==> src/rtl/mms_seq_ctrl.sv <==
// Frame-based running max/min sequencer. It folds N unsigned numbers per frame
// through one shared comparator and holds the result until the consumer takes it.
module mms_seq_ctrl #(
  parameter int unsigned WIDTH = 8,
  parameter int unsigned N     = 8
) (
  input  logic             clk,
  input  logic             reset,
  input  logic             flush,
  input  logic             in_valid,
  output logic             in_ready,
  input  logic             select,
  input  logic [WIDTH-1:0] number,
  output logic             out_valid,
  input  logic             out_ready,
  output logic [WIDTH-1:0] result,
  output logic             busy
);

  localparam int unsigned CW = (N > 1) ? $clog2(N) : 1;
  localparam logic [CW-1:0] LAST = CW'(N - 1);

  typedef enum logic [1:0] {
    IDLE,
    ACCUM,
    DONE
  } state_t;

  state_t           state;
  state_t           state_nxt;
  logic [CW-1:0]    cnt;
  logic [WIDTH-1:0] acc;
  logic             sel_r;

  logic             accept;
  logic             last_beat;
  logic             num_gt;
  logic             pick_num;
  logic [WIDTH-1:0] cmp_val;

  assign accept    = in_valid && in_ready;
  assign last_beat = (cnt == LAST);

  // One magnitude comparator serves both modes; for min the sense is inverted,
  // and on equality either operand is the same value.
  assign num_gt   = (number > acc);
  assign pick_num = sel_r ? !num_gt : num_gt;
  assign cmp_val  = pick_num ? number : acc;

  always_ff @(posedge clk or posedge reset) begin
    if (reset) begin
      state <= IDLE;
    end else begin
      state <= state_nxt;
    end
  end

  always_comb begin
    state_nxt = state;
    in_ready  = 1'b1;
    busy      = 1'b0;
    case (state)
      IDLE: begin
        if (accept) begin
          state_nxt = ACCUM;
        end
      end
      ACCUM: begin
        busy = 1'b1;
        if (flush) begin
          state_nxt = IDLE;
        end else if (accept && last_beat) begin
          state_nxt = DONE;
        end
      end
      DONE: begin
        in_ready = 1'b0;
        if (out_ready) begin
          state_nxt = IDLE;
        end
      end
      default: begin
        state_nxt = IDLE;
      end
    endcase
  end

  always_ff @(posedge clk or posedge reset) begin
    if (reset) begin
      cnt       <= '0;
      acc       <= '0;
      sel_r     <= 1'b0;
      result    <= '0;
      out_valid <= 1'b0;
    end else begin
      case (state)
        IDLE: begin
          if (accept) begin
            sel_r <= select;
            acc   <= number;
            cnt   <= CW'(1);
          end
        end
        ACCUM: begin
          if (flush) begin
            cnt <= '0;
            acc <= '0;
          end else if (accept) begin
            if (last_beat) begin
              result    <= cmp_val;
              out_valid <= 1'b1;
              cnt       <= '0;
            end else begin
              acc <= cmp_val;
              cnt <= cnt + CW'(1);
            end
          end
        end
        DONE: begin
          if (out_ready) begin
            out_valid <= 1'b0;
          end
        end
        default: begin
          cnt <= '0;
        end
      endcase
    end
  end

endmodule

==> config.mk <==
export PLATFORM = sky130hd
export DESIGN_NAME = mms_seq_ctrl
export DESIGN_NICKNAME = d
export VERILOG_FILES = /design/src/rtl/mms_seq_ctrl.sv
export SDC_FILE = /design/constraint.sdc
export NUM_CORES = 1
export LEC_CHECK = 0
export CORE_ASPECT_RATIO = 1.75
export CORE_UTILIZATION = 54
export CTS_BUF_LIST = sky130_fd_sc_hd__clkbuf_4
export CTS_CLUSTER_DIAMETER = 120
export DETAILED_ROUTE_END_ITERATION = 8
export PLACE_DENSITY = 0.81
export SYNTH_ARGS = -nofsm -noshare
export SYNTH_HDL_FRONTEND = slang
export SYNTH_SLANG_ARGS = --single-unit
==> constraint.sdc <==
create_clock -name clk -period 2.6 [get_ports clk]
set_input_delay 0.52 -clock clk [delete_from_list [all_inputs] [get_ports clk]]
set_output_delay 0.52 -clock clk [all_outputs]
set_load 0.01 [all_outputs]
Word-level counts from Yosys, hierarchy flattened. Cells that the tools add are included. Widths: inputs -> output; s select.

Register bits: 23. Input bits: 14. Output and inout port bits: 11.

Equality and inequality tests: 11. Multiplexer cells: 24. Bitwise logic cells: 2. $add $sub $neg: 1. Order comparisons: 1. Reduce and logical (&&, ||, !) cells: 12.

Operator list (count): $mux 8 (5); $pmux 8 s2 (1); $mux 3 (4); $ne 2x2->1 const B (5); $ne 3x3->1 const B (3); $pmux 3 s3 (1); $gt 8x8->1 (1); $mux 2 (4); $reduce_and 4->1 (2); $mux 1 (7); $pmux 2 s3 (1); $reduce_and 3->1 (2); $reduce_and 5->1 (1); $reduce_bool 2->1 (2); $add 3x1->3 const B (1); $eq 3x3->1 const B (1); $eq 2x1->1 const B (1); $eq 2x2->1 const B (1); $logic_and 1x1->1 (2); $logic_not 2->1 (1); $not 1->1 (2); $pmux 1 s2 (1); $reduce_and 2->1 (1); $logic_not 1->1 (1).

Depth between registers and ports, before layout.
Depth after elaboration: 8. Mapped depth: 9. Depth with buffers taken out: 8.

Worst setup path before layout. OpenSTA, ideal clock, no wires.

Path kind: input to register. From: in number[7]. To: reg acc[0]. Buffers on the path: 1. Required time: 2.474 ns. Arrival: 2.144 ns. Path slack: 0.330 ns. Setup time: 0.126 ns. Cell stages on the path: 8. Cells stage by stage: ha_1 > nand4_1 > nor3_2 > a32o_1 > a31o_2 > buf_2 > o2111a_1 > a221o_1.

Longest elaborated chain between the ends: 8.

Ends and longest elaborated chain: start: declaration (line 13) `input logic [WIDTH-1:0] number,`; $gt 8x8->1 * (line 46) `assign num_gt = (number > acc);`; $logic_not 1->1 (line 47) `assign pick_num = sel_r ? !num_gt : num_gt;`; $mux 1 * (line 47); $mux 8 * (line 48) `assign cmp_val = pick_num ? number : acc;`; $mux 8 * (line 109) `if (last_beat) begin`; $mux 8 * (line 108) `end else if (accept) begin`; $mux 8 * (line 105) `if (flush) begin`; $pmux 8 s2 * (line 96) `case (state)`; end signal: assignment (line 100) `acc <= number;`; end signal: assignment (line 114) `acc <= cmp_val;`; end: declaration (line 32) `logic [WIDTH-1:0] acc;`.

Every way passes the cells marked *; elsewhere a longest branch is shown, timed or not. The select of a mux whose other input is x is not followed. A chain may end at the register's enable or synchronous reset.

Worst setup path in the final report.
From: in number[7]. To: reg result[4].

Longest elaborated chain between the ends: 4.

Ends and longest elaborated chain: $gt 8x8->1 * (line 46); $logic_not 1->1 (line 47); $mux 1 * (line 47); $mux 8 * (line 48); end signal: assignment (line 110) `result <= cmp_val;`; end: declaration (line 16) `output logic [WIDTH-1:0] result,`.

Every way passes the cells marked *; elsewhere a longest branch is shown, timed or not.

==> results.txt <==
The run finished with clean final reports. The average cell area after synthesis came out at 9.81 um^2. Entering global routing, the biggest net connects 24 pins.

Counting every net in the synthesized netlist gives 171. The worst setup path is of the primary input to flop kind. The final total negative setup slack came out at 0 ns. The most common cell in the synthesized netlist is sky130_fd_sc_hd__dfrtp_1. The area of all placed cells without fillers came out at around 1900 um^2. The number of slew-limit violations in the final report is 0. The post-route netlist has 18.4% of its cells at a drive strength greater than 1. The relative area change from synthesis to final layout is 31.3%. The number of top-level pins is 25. The detailed router finished its first iteration with 44 violations. The critical path starts at number[7]. The share of synthesized registers carrying an async set or reset is 100%. The clock-pin slew on the worst setup and hold paths is ~0.13 ns.

The number of synthesized flops with an enable pin came out at 0. The area share of the largest cell type after synthesis came out at roughly 40%. The final global-route overflow total is 0. The half-perimeter wire length after placement is roughly 2.9 mm.

Counting the fill cells in the layout gives 209. The worst setup path is captured at a flop. The global-route usage over all layers came out at around 29%. The buffer levels on the longest clock path is 2. The quantity of hold-fixing buffers added after cts came out at 0. Of all cell types, the one taking the most synthesized area is sky130_fd_sc_hd__dfrtp_1. The post-synthesis cell count is about 150.

The vias after detailed routing came out at 1,376. The area occupied by multi-input gates is 797 um^2. In the post-synthesis netlist, the biggest area contributors are sky130_fd_sc_hd__dfrtp_1, sky130_fd_sc_hd__ha_1, sky130_fd_sc_hd__o2111a_1, sky130_fd_sc_hd__a221o_1, sky130_fd_sc_hd__inv_1. The storage element area came out at 576 um^2. After synthesis the netlist holds a flip-flop and latch count of 23. The most used flip-flop cell after synthesis is sky130_fd_sc_hd__dfrtp_1.

The final hold violation count is 0. For the worst setup path, the data required time is around 2.9 ns. Routability-driven placement finished with a final weighted congestion of 0.853. The worst-path maximum fanout came out at 12. For the final database, setup skew stands at 0.00698 ns. The H-tree depth reported by CTS came out at 1. Across all register-to-register paths, the minimum setup slack is 0.28 ns.

The clock sink count is 23. Before antenna repair, the detailed router went through 4 iterations. The initialized floorplan defines 24 standard-cell rows. The depth of the most critical reg-to-reg path came out at 9.

The insertion delay to the later sink of the worst-skew pair came out at 0.33 ns. At the pin with the least slew margin, the transition time is between 0.4 and 0.5 ns. The TritonCTS clock tree is built. The post-detailed-route count of antenna-violating nets is 0.

The critical path arrival came out at 2.81 ns. The number of clock buffers added by TritonCTS is 3. The area enclosed by the die boundary came out at 2890 um^2. The routed design has 3.66 mm of wire. STA classifies the critical path startpoint as a primary input.

The post-synthesis cell type count is 34. The die is ~41 um wide. In this run the worst hold path is classified as flop to flop. Post-CTS timing repair inserted 0 buffers for setup. From bottom edge to top edge, the die measures between 70 and 80 um. The wire length of the first global-routing pass is 6.00 mm. The port buffer count is 24.

Gates resized during post-CTS repair numbered 0. The final cycle utilization of the critical path came out at between 90% and 100%. The via count of the first global-routing pass came out at between 1,000 and 1,500. The peak supply drop came out at roughly 0.00034 V. The post-route DRC violation count came out at 0. 0 antenna diodes ended up in the layout. The maximum clock rate is 394 MHz. The number of violations of the max-capacitance limit is 0. The initial standard-cell utilization of the core is between 50 and 60%.

The initial antenna violation count came out at 0. Headroom to the max-slew limit came out at 67.4%. The worst flop-to-flop path startpoint is acc[5]. The destination of the worst hold path is result[1].

The sequential share of the synthesized area came out at 39.9%. The final critical-path required period came out at 2.54 ns. After synthesis, the most frequently instantiated cells are sky130_fd_sc_hd__dfrtp_1, sky130_fd_sc_hd__inv_1, sky130_fd_sc_hd__nand2_1. In the final routed layout, each cell accounts on average for 16.9 um. The root cell of the clock tree is sky130_fd_sc_hd__clkbuf_4. The leakage power figure is 0.890 nW.

The worst min-delay path startpoint is result[1]. The core footprint is 2520 um^2. In this run the critical register-to-register path is captured at result[4]. The post-place instance area came out at approximately 1800 um^2.

Along the worst hold path, the cell count comes to 2. For this run, the post-layout net count is 215. During synthesis, Yosys emitted a total of 0 warnings. The post-synth design cell area is 1440 um^2. The via-per-instance ratio came out at roughly 6.4.

The total setup violations reported at the end of the flow came out at 0. The areal power density over the cells came out at approximately 530 nW/um^2.
routing by layer:
layer / share of wire [%] / vias to the layer above / global-route usage [%]
met1: 39 / 670 / 35.1
met4: 1.8 / 0 / 11.5
met5: 0 / - / 0
li1: - / 656 / -
met3: 3.6 / 9 / 3.17
met2: 55 / 41 / 48.4
sequential cells by signal (all words and copies together), names as in the netlist:
register / count
acc: 8
result: 8
cnt: 3
state: 2
out_valid: 1
sel_r: 1
layout by cell type, fill, tap and decap left out, types with 2 or more instances in the layout:
| master | n |
|---|---|
| sky130_fd_sc_hd__dfrtp_1 | 23 |
| sky130_fd_sc_hd__clkdlybuf4s50_1 | 23 |
| sky130_fd_sc_hd__buf_4 | 22 |
| sky130_fd_sc_hd__nand2_1 | 14 |
| sky130_fd_sc_hd__inv_1 | 14 |
| sky130_fd_sc_hd__ha_1 | 9 |
| sky130_fd_sc_hd__nand3_1 | 8 |
| sky130_fd_sc_hd__o2111a_1 | 8 |
| sky130_fd_sc_hd__a221o_1 | 8 |
| sky130_fd_sc_hd__nor2_1 | 7 |
| sky130_fd_sc_hd__o211ai_1 | 7 |
| sky130_fd_sc_hd__or4_1 | 7 |
| sky130_fd_sc_hd__o21ai_0 | 5 |
| sky130_fd_sc_hd__a21oi_1 | 5 |
| sky130_fd_sc_hd__clkbuf_4 | 3 |
| sky130_fd_sc_hd__o22ai_1 | 2 |
| sky130_fd_sc_hd__nand4_1 | 2 |
| sky130_fd_sc_hd__a211o_1 | 2 |
| sky130_fd_sc_hd__nor2b_1 | 2 |
| sky130_fd_sc_hd__nor3_2 | 2 |
per-stage QoR:
stage	cells	hold WS (ns)	util [%]	power, mW	worst slack, ns
final	216	0.498	75.0	1.00	0.0616
after global routing	216	0.532	75.0	1.06	-0.0145
after CTS	216	0.502	74.1	0.992	0.0234
after detailed placement	212	0.473	73.0	0.819	-0.323
after global placement	212	0.463	73.0	0.795	-0.199
after floorplan	147	0.454	-	0.678	0.330
layout make-up:
cell class | instances | area share [%]
clock inverters | 1 | 0.264
well taps | 26 | 1.72
clock buffers | 3 | 1.19
inverters | 14 | 2.78
flip-flops and latches | 23 | 30.4
multi-input cells | 103 | 42.1
repair buffers | 46 | 21.5
critical path, cell delays in order:
cell and delay (ns):
sky130_fd_sc_hd__clkdlybuf4s50_1 0.44, sky130_fd_sc_hd__ha_1 0.33, sky130_fd_sc_hd__nand4_1 0.20, sky130_fd_sc_hd__nor3_2 0.09, sky130_fd_sc_hd__a32o_1 0.21, sky130_fd_sc_hd__a31o_2 0.25
sky130_fd_sc_hd__buf_4 0.18, sky130_fd_sc_hd__or4_1 0.48, sky130_fd_sc_hd__nand3_1 0.10
worst max-delay path by stage:
stage | slack (ns) | cells after the start | end
2_1_floorplan | 0.33 | 8 | acc[0]
3_3_place_gp | -0.20 | 8 | acc[7]
3_5_place_dp | -0.32 | 8 | acc[5]
4_1_cts | 0.02 | 8 | acc[5]
5_1_grt | -0.01 | 9 | result[1]
6_report | 0.06 | 9 | result[4]
cells by family after synthesis:
| family | count (synthesis) | synth area share (%) |
|---|---|---|
| AO/OA/AOI/OAI | 45 | 26.7 |
| adder cells (fa/ha/maj) | 10 | 8.68 |
| flip-flops | 23 | 39.9 |
| AND/OR/NAND/NOR | 46 | 16.9 |
| buffers and inverters | 21 | 6.25 |
| multiplexers | 2 | 1.48 |
report_power, final:
part | internal, mW | switching, mW | total [mW]
clock network | 0.0578 | 0.113 | 0.171
registers | 0.396 | 0.0364 | 0.433
logic | 0.181 | 0.218 | 0.399
total | 0.635 | 0.368 | 1.00
Power figures use the tool's default switching activity.
